**config.mk**
```make
export PLATFORM = sky130hd
export DESIGN_NAME = serial_subtractor
export DESIGN_NICKNAME = d
export VERILOG_FILES = /design/src/rtl/serial_subtractor_pkg.sv /design/src/rtl/FullAdder.sv /design/src/rtl/serial_subtractor.sv
export SDC_FILE = /design/constraint.sdc
export NUM_CORES = 1
export LEC_CHECK = 0
export ABC_AREA = 1
export CORE_MARGIN = 2
export CORE_UTILIZATION = 52
export CTS_CLUSTER_SIZE = 16
export DETAILED_ROUTE_END_ITERATION = 10
export PLACE_DENSITY_LB_ADDON = 0.25
export SYNTH_ARGS = -nofsm -noshare
export SYNTH_HDL_FRONTEND = slang
export SYNTH_HIERARCHICAL = 1
export SYNTH_SLANG_ARGS = --single-unit
```
**constraint.sdc**
```tcl
create_clock -name i_Clk -period 1.8 [get_ports i_Clk]
set_input_delay 0.36 -clock i_Clk [delete_from_list [all_inputs] [get_ports i_Clk]]
set_output_delay 0.36 -clock i_Clk [all_outputs]
set_load 0.005 [all_outputs]
```
**src/rtl/serial_subtractor_pkg.sv**
```systemverilog
// rtl/serial_subtractor_pkg.sv - shared state enumeration and default width for serial_subtractor
package serial_subtractor_pkg;

  localparam int DEFAULT_WIDTH = 4;

  typedef enum logic [1:0] {
    IDLE = 2'd0,
    RUN  = 2'd1,
    DONE = 2'd2
  } state_t;

endpackage

```
**src/rtl/FullAdder.sv**
```systemverilog
// rtl/FullAdder.sv - one-bit full adder
module FullAdder (
  input  logic i_A,
  input  logic i_B,
  input  logic i_Cin,
  output logic o_Sum,
  output logic o_Cout
);

  assign o_Sum  = i_A ^ i_B ^ i_Cin;
  assign o_Cout = (i_A & i_B) | (i_Cin & (i_A ^ i_B));

endmodule

```
**src/rtl/serial_subtractor.sv**
```systemverilog
// rtl/serial_subtractor.sv - bit-serial A-B (A + ~B + 1) with valid/ready handshakes
// Optional signed-overflow flag o_Ovf enabled by macro SERIAL_SUBTRACTOR_OVF_EN.
module serial_subtractor
  import serial_subtractor_pkg::*;
#(
  parameter int WIDTH = DEFAULT_WIDTH
) (
  input  logic             i_Clk,
  input  logic             i_Rst,
  input  logic             i_Valid,
  output logic             o_Ready,
  input  logic [WIDTH-1:0] i_A,
  input  logic [WIDTH-1:0] i_B,
  output logic             o_Valid,
  input  logic             i_Ready,
  output logic [WIDTH-1:0] o_Diff,
  output logic             o_Borrow
`ifdef SERIAL_SUBTRACTOR_OVF_EN
  ,
  output logic             o_Ovf
`endif
);

  localparam int CW = $clog2(WIDTH + 1);
  localparam logic [CW-1:0] LAST_BIT = CW'(WIDTH - 1);

  state_t           state;
  state_t           state_nxt;
  logic [WIDTH-1:0] a_sh;
  logic [WIDTH-1:0] b_sh;
  logic             carry;
  logic [CW-1:0]    cnt;
  logic             fa_sum;
  logic             fa_cout;

  FullAdder u_fa (
    .i_A    (a_sh[0]),
    .i_B    (b_sh[0]),
    .i_Cin  (carry),
    .o_Sum  (fa_sum),
    .o_Cout (fa_cout)
  );

  always_ff @(posedge i_Clk) begin
    if (i_Rst) begin
      state <= IDLE;
    end else begin
      state <= state_nxt;
    end
  end

  always_comb begin
    state_nxt = state;
    o_Ready   = 1'b0;
    o_Valid   = 1'b0;
    case (state)
      IDLE: begin
        o_Ready = 1'b1;
        if (i_Valid) state_nxt = RUN;
      end
      RUN: begin
        if (cnt == LAST_BIT) state_nxt = DONE;
      end
      DONE: begin
        o_Valid = 1'b1;
        if (i_Ready) state_nxt = IDLE;
      end
      default: state_nxt = IDLE;
    endcase
  end

  // Subtrahend is stored inverted and carry starts at 1, so the adder computes A + ~B + 1.
  always_ff @(posedge i_Clk) begin
    if (i_Rst) begin
      a_sh     <= '0;
      b_sh     <= '0;
      carry    <= 1'b0;
      cnt      <= '0;
      o_Diff   <= '0;
      o_Borrow <= 1'b0;
    end else begin
      case (state)
        IDLE: begin
          if (i_Valid) begin
            a_sh  <= i_A;
            b_sh  <= ~i_B;
            carry <= 1'b1;
            cnt   <= '0;
          end
        end
        RUN: begin
          a_sh   <= a_sh >> 1;
          b_sh   <= b_sh >> 1;
          carry  <= fa_cout;
          o_Diff <= {fa_sum, o_Diff[WIDTH-1:1]};
          cnt    <= cnt + CW'(1);
          if (cnt == LAST_BIT) o_Borrow <= ~fa_cout;
        end
        default: ;
      endcase
    end
  end

`ifdef SERIAL_SUBTRACTOR_OVF_EN
  // On the MSB step the carry register holds the carry into the MSB.
  always_ff @(posedge i_Clk) begin
    if (i_Rst) begin
      o_Ovf <= 1'b0;
    end else if (state == RUN && cnt == LAST_BIT) begin
      o_Ovf <= carry ^ fa_cout;
    end
  end
`endif

endmodule

```
# Word-level counts from Yosys, hierarchy flattened
# Cells that the tools add are included.
dict set report totals {
  regBits 19
  mem_bits_rw 0
  memories 0
  latchBits 0
  rom_bits 0
  output_inout_bits 7
  elab_cells 40
}
dict set report classes {
  n_lt_le_gt_ge 0
  n_addsub 1
  reduce_logical 5
  div 0
  eq_ne 6
  multipliers 0
  n_shift 0
  mux 14
  n_bitwise 7
}
# operator count
set op_table {}
lappend op_table {{4-bit one-hot mux with 2 select lines} 2}
lappend op_table {{4-bit two-way mux} 2}
lappend op_table {{2-bit two-way mux} 3}
lappend op_table {{2-bit != test (second input constant)} 3}
lappend op_table {{2-bit one-hot mux with 3 select lines} 1}
lappend op_table {{3-bit one-hot mux with 2 select lines} 1}
lappend op_table {{4-bit inverter} 1}
lappend op_table {{2-bit AND reduction} 2}
lappend op_table {{3-bit by 1-bit adder with 3-bit output (second input constant)} 1}
lappend op_table {{3-bit by 2-bit == test with 1-bit output (second input constant)} 1}
lappend op_table {{1-bit two-way mux} 3}
lappend op_table {{3-bit two-way mux} 1}
lappend op_table {{3-bit AND reduction} 1}
lappend op_table {{1-bit bitwise AND} 2}
lappend op_table {{2-bit by 1-bit == test with 1-bit output (second input constant)} 1}
lappend op_table {{2-bit == test (second input constant)} 1}
lappend op_table {{2-bit logical NOT} 1}
lappend op_table {{1-bit one-hot mux with 2 select lines} 1}
lappend op_table {{2-bit nonzero test} 1}
lappend op_table {{1-bit XOR} 2}
lappend op_table {{1-bit inverter} 1}
lappend op_table {{1-bit OR} 1}

# Logic depth before layout (Yosys ltp)
dict set report depth {
  ltp_word 4
  depth_mapped 7
  ltp_nobuf 6
}

# By module
# Netlist, hierarchy kept.
# module n_inst seq_area_each_um2 cells_each area_each_um2
set modules_own_cells {}
lappend modules_own_cells {serial_subtractor 1 380.4 126 865.8}
lappend modules_own_cells {FullAdder 1 0.0 1 20.0}

# Worst setup path after synthesis
# Ideal clock, no wire load.
dict set report synth_path {
  path_type {register to register}
  startpoint {register a_sh[0]}
  endpoint {register o_Diff[3]}
  path_slack_ns 0.731
  stages_incl_launch_ff 4
  n_path_buf 0
  setup_ns 0.116
  t_arrival_ns 0.953
  cell_sequence {dfxtp_1 > fa_1 > o21ai_0 > nor2_1}
}
dict set report synth_between {
  elab_chain_cells 2
}
# element line
set synth_lines {}
lappend synth_lines {{start, declared} serial_subtractor.sv:29} ;# logic [WIDTH-1:0] a_sh;
lappend synth_lines {{start signal, assigned} serial_subtractor.sv:85} ;# a_sh <= i_A;
lappend synth_lines {{start signal, assigned} serial_subtractor.sv:92} ;# a_sh <= a_sh >> 1;
lappend synth_lines {{1-bit XOR (2 in a row)} FullAdder.sv:10} ;# assign o_Sum = i_A ^ i_B ^ i_Cin;
lappend synth_lines {{named net fa_sum} serial_subtractor.sv:33} ;# logic fa_sum;
lappend synth_lines {{end signal, assigned} serial_subtractor.sv:95} ;# o_Diff <= {fa_sum, o_Diff[WIDTH-1:1]};
lappend synth_lines {{end, declared} serial_subtractor.sv:16} ;# output logic [WIDTH-1:0] o_Diff,
# The timed path passes the listed nets, and every way through them passes these cells.
# A chain may end at the register's enable or synchronous reset.

# Final worst setup path
dict set report layout_path {
  startpoint {register state[0]}
  endpoint {output port o_Ready}
}
dict set report layout_between {
  elab_chain_cells 2
}
# element line
set layout_lines {}
lappend layout_lines {{start, declared} serial_subtractor.sv:27} ;# state_t state;
lappend layout_lines {{start signal, assigned} serial_subtractor.sv:48} ;# state <= state_nxt;
lappend layout_lines {{2-bit logical NOT} serial_subtractor.sv:56} ;# case (state)
lappend layout_lines {{1-bit two-way mux} serial_subtractor.sv:56}
lappend layout_lines {{end, declared} serial_subtractor.sv:11} ;# output logic o_Ready,
# Every way passes these cells.

==> run_results.csv <==
group,metric,value,unit
outcome,status,"completed",
power,power_frac_seq,56.0,%
yosys,synth-async-reset-ratio,0,%
yosys,synth_top_area_share,42.94,%
yosys,syn_inst,127,
cells_and_area,fillCellCount,134,
clocking,insertion_delay,290,ps
floorplan,die_h,45.28,um
critical_path,critical_path.top_delay_family,"buffers and inverters",
drt,wl_met3,54,um
critical_path,worstPathArrival,1360,ps
yosys,synth_nets,142,
sta,rsz0062_at_grt,"false",
clocking,clockRootBuffer,"clkbuf_4",
yosys,yosys_warnings,6,
clocking,cts_hold_buf,0,
drt,met2WireLength,822,um
cells_and_area,drive_gt1_share,9.589,%
clocking,cts_inserted_buffers,3,
power,p_int,0.6162,mW
critical_path,critPathBufInv,1,
cells_and_area,n_antenna_cell,0,
yosys,ys_types,17,
critical_path,critical_path_class,"reg2out",
yosys,synth_most_common_cell,"nand2_1",
global_route,grt_pass1_vias,715,
yosys,ys_seq_area_share,42.94,%
clocking,clock_path_buffers,2,
sta,finalCritPeriodShare,95.64,%
yosys,synth_ff_type,"dfxtp_1",
clocking,h-tree-depth,1,
sta,drv_slew,0,
cells_and_area,area_growth,24.86,%
power,total_power,0.8489,mW
power,switching_power,0.2327,mW
global_route,gr-total-overflow,0,
drt,drc,0,
placement,dp_hpwl,1.254,mm
global_route,grt_pass1_wl,2.856,mm
yosys,synth_top_cell_by_area,"dfxtp_1",
critical_path,crit_path_end_kind,"output pin",
sta,max_slew_margin,75.41,%
power,vdd_drop_max,564.5,uV
yosys,synthTopCellsByArea,"dfxtp_1, nand2_1, nor2_1",
floorplan,io_pins,19,
sta,worst_pin_slew,367.9,ps
global_route,grt.total_usage,19.85,%
drt,antenna_left,0,
hold_path,min_path_type,"reg2reg",
global_route,grt_start_max_net_pins,16,
clocking,cts_tree,"yes",
power,powerDensity,767.5,nW/um2
yosys,synth_commonest_cells,"nand2_1, dfxtp_1, nor2_1",
sta,skew,7.233,ps
drt,drt_first_pass_iters,4,
sta,fin_setup_tns,0,ps
drt,viasPerCell,4.901,
power,combPwrFrac,19.0,%
floorplan,rows,14,
cells_and_area,register_area,385.4,um2
critical_path,slowest_stage,"clkdlybuf4s50_1",
sta,fin_crit,1722,ps
clocking,clkSinkCount,19,
critical_path,cp_cell_sequence,"nor2_4 > clkdlybuf4s50_1",
clocking,clk_pin_slew,100,ps
power,p_sw_share,27.42,%
drt,drtIter0Drc,9,
yosys,syn_avg_cell_area,6.975,um2
placement,place.gp.congestion,0.7358,
floorplan,initial_core_util,56.82,%
sta,hold_viol_final,0,
floorplan,die_w,45.28,um
yosys,synth_seq_cells,19,
drt,top_layer_used,"met4",
sta,max_freq,580.9,MHz
critical_path,slowest_delay,510,ps
sta,setup_viol,0,
drt,wl_per_cell,10.28,um
critical_path,critPathLaunchType,"register",
run,cap_violations,0,
placement,port_buffers,18,
power,leakagePower,0.5184,nW
critical_path,worst_ep_required_time,1440,ps
global_route,antenna_found_initial,0,
cells_and_area,multi_input_area,400.4,um2
clocking,postCtsSetupRepairBufs,0,
yosys,synthesis.area,885.9,um2
drt,drt-met1-wl,749,um
floorplan,coreArea,1559,um2
critical_path,crit_fanout,11,
floorplan,die_area,2050,um2
drt,drt_wl_total,1.665,mm
yosys,synth-edff-count,0,
cells_and_area,nNetsFinal,162,
drt,route.vias.total,794,
power,power_frac_clock,25.1,%
==> path summary, 6_finish.rpt <==
check | to | cells past startpoint | startpoint | slack (ps)
setup / recovery | o_Ready | 2 | state[0] | 80
hold / removal | b_sh[3] | 2 | b_sh[3] | 470
setup reg to reg | state[0] | 3 | state[0] | 530
hold reg to reg | b_sh[3] | 2 | b_sh[3] | 470
==> layout make-up <==
cell class / instances / share of cell area, %
clock buffers: 3 / 2.036
clock inverters: 1 / 0.4525
inverters: 20 / 6.787
multi-input cells: 83 / 36.20
flip-flops and latches: 19 / 34.84
well taps: 16 / 1.810
repair buffers: 20 / 17.87
==> layout by cell type (no fill, tap or decap), types with 2 or more instances in the layout <==
cell and count:
nor2_1 17, ha_1 2, inv_2 2, clkdlybuf4s50_1 17
inv_1 18, nand3_1 2, dfxtp_1 17, buf_4 2
nand2_1 36, a21oi_1 13, o21ai_0 6, nor2_4 2
clkbuf_4 3
==> metrics by stage <==
stage | setup WS (ps) | util [%] | hold WS [ps] | instance area, um2 | std cells
3_5_place_dp | 239.7 | 68.06 | 451.7 | 1061 | 158
5_1_grt | 14.04 | 70.95 | 500.3 | 1106 | 162
3_3_place_gp | 266.2 | 68.06 | 445.3 | 1061 | 158
2_1_floorplan | 731.4 | - | 436.4 | 885.9 | 127
6_report | 78.47 | 70.95 | 467.4 | 1106 | 162
4_1_cts | 14.23 | 70.30 | 467.4 | 1096 | 162
==> kinds of logic (layout without fill, tap and decap cells) <==
family	Yosys count	after routing	synth area share (%)
buf+inv	25	44	12.99
compound gates	20	20	11.72
simple gates	60	60	27.26
fa+ha+maj	3	3	5.084
flops	19	19	42.94
==> power groups by stage <==
stage               combinational (mW)  clock, mW  sequential [mW]
global placement                 0.156          0            0.482
global route                     0.183      0.240            0.480
detailed placement               0.160          0            0.485
finish                           0.161      0.213            0.475
floorplan                        0.108          0            0.478
CTS                              0.162      0.217            0.475
==> per-layer routing <==
layer / GRT usage, % / up-vias
met2: 33.14 / 16
met5: 0 / -
met1: 23.06 / 352
met4: 11.18 / 0
li1: - / 422
met3: 4.800 / 4
==> flip-flops by register name, summed over array words and instances (netlist names) <==
name and count:
o_Borrow 1, a_sh 4, b_sh 4, o_Diff 4, carry 1, state 2, cnt 3
==> repair_timing <==
action,CTS,global route
setup endpoints to repair,2,2
gates cloned,0,0
resized for setup,4,3
==> worst min-delay path: cells and delay by family (launching register included) <==
kind | cells | cell delay [ps]
flops | 1 | 320
simple gates | 1 | 60
compound gates | 1 | 50
(Power assumes the default switching activity.)
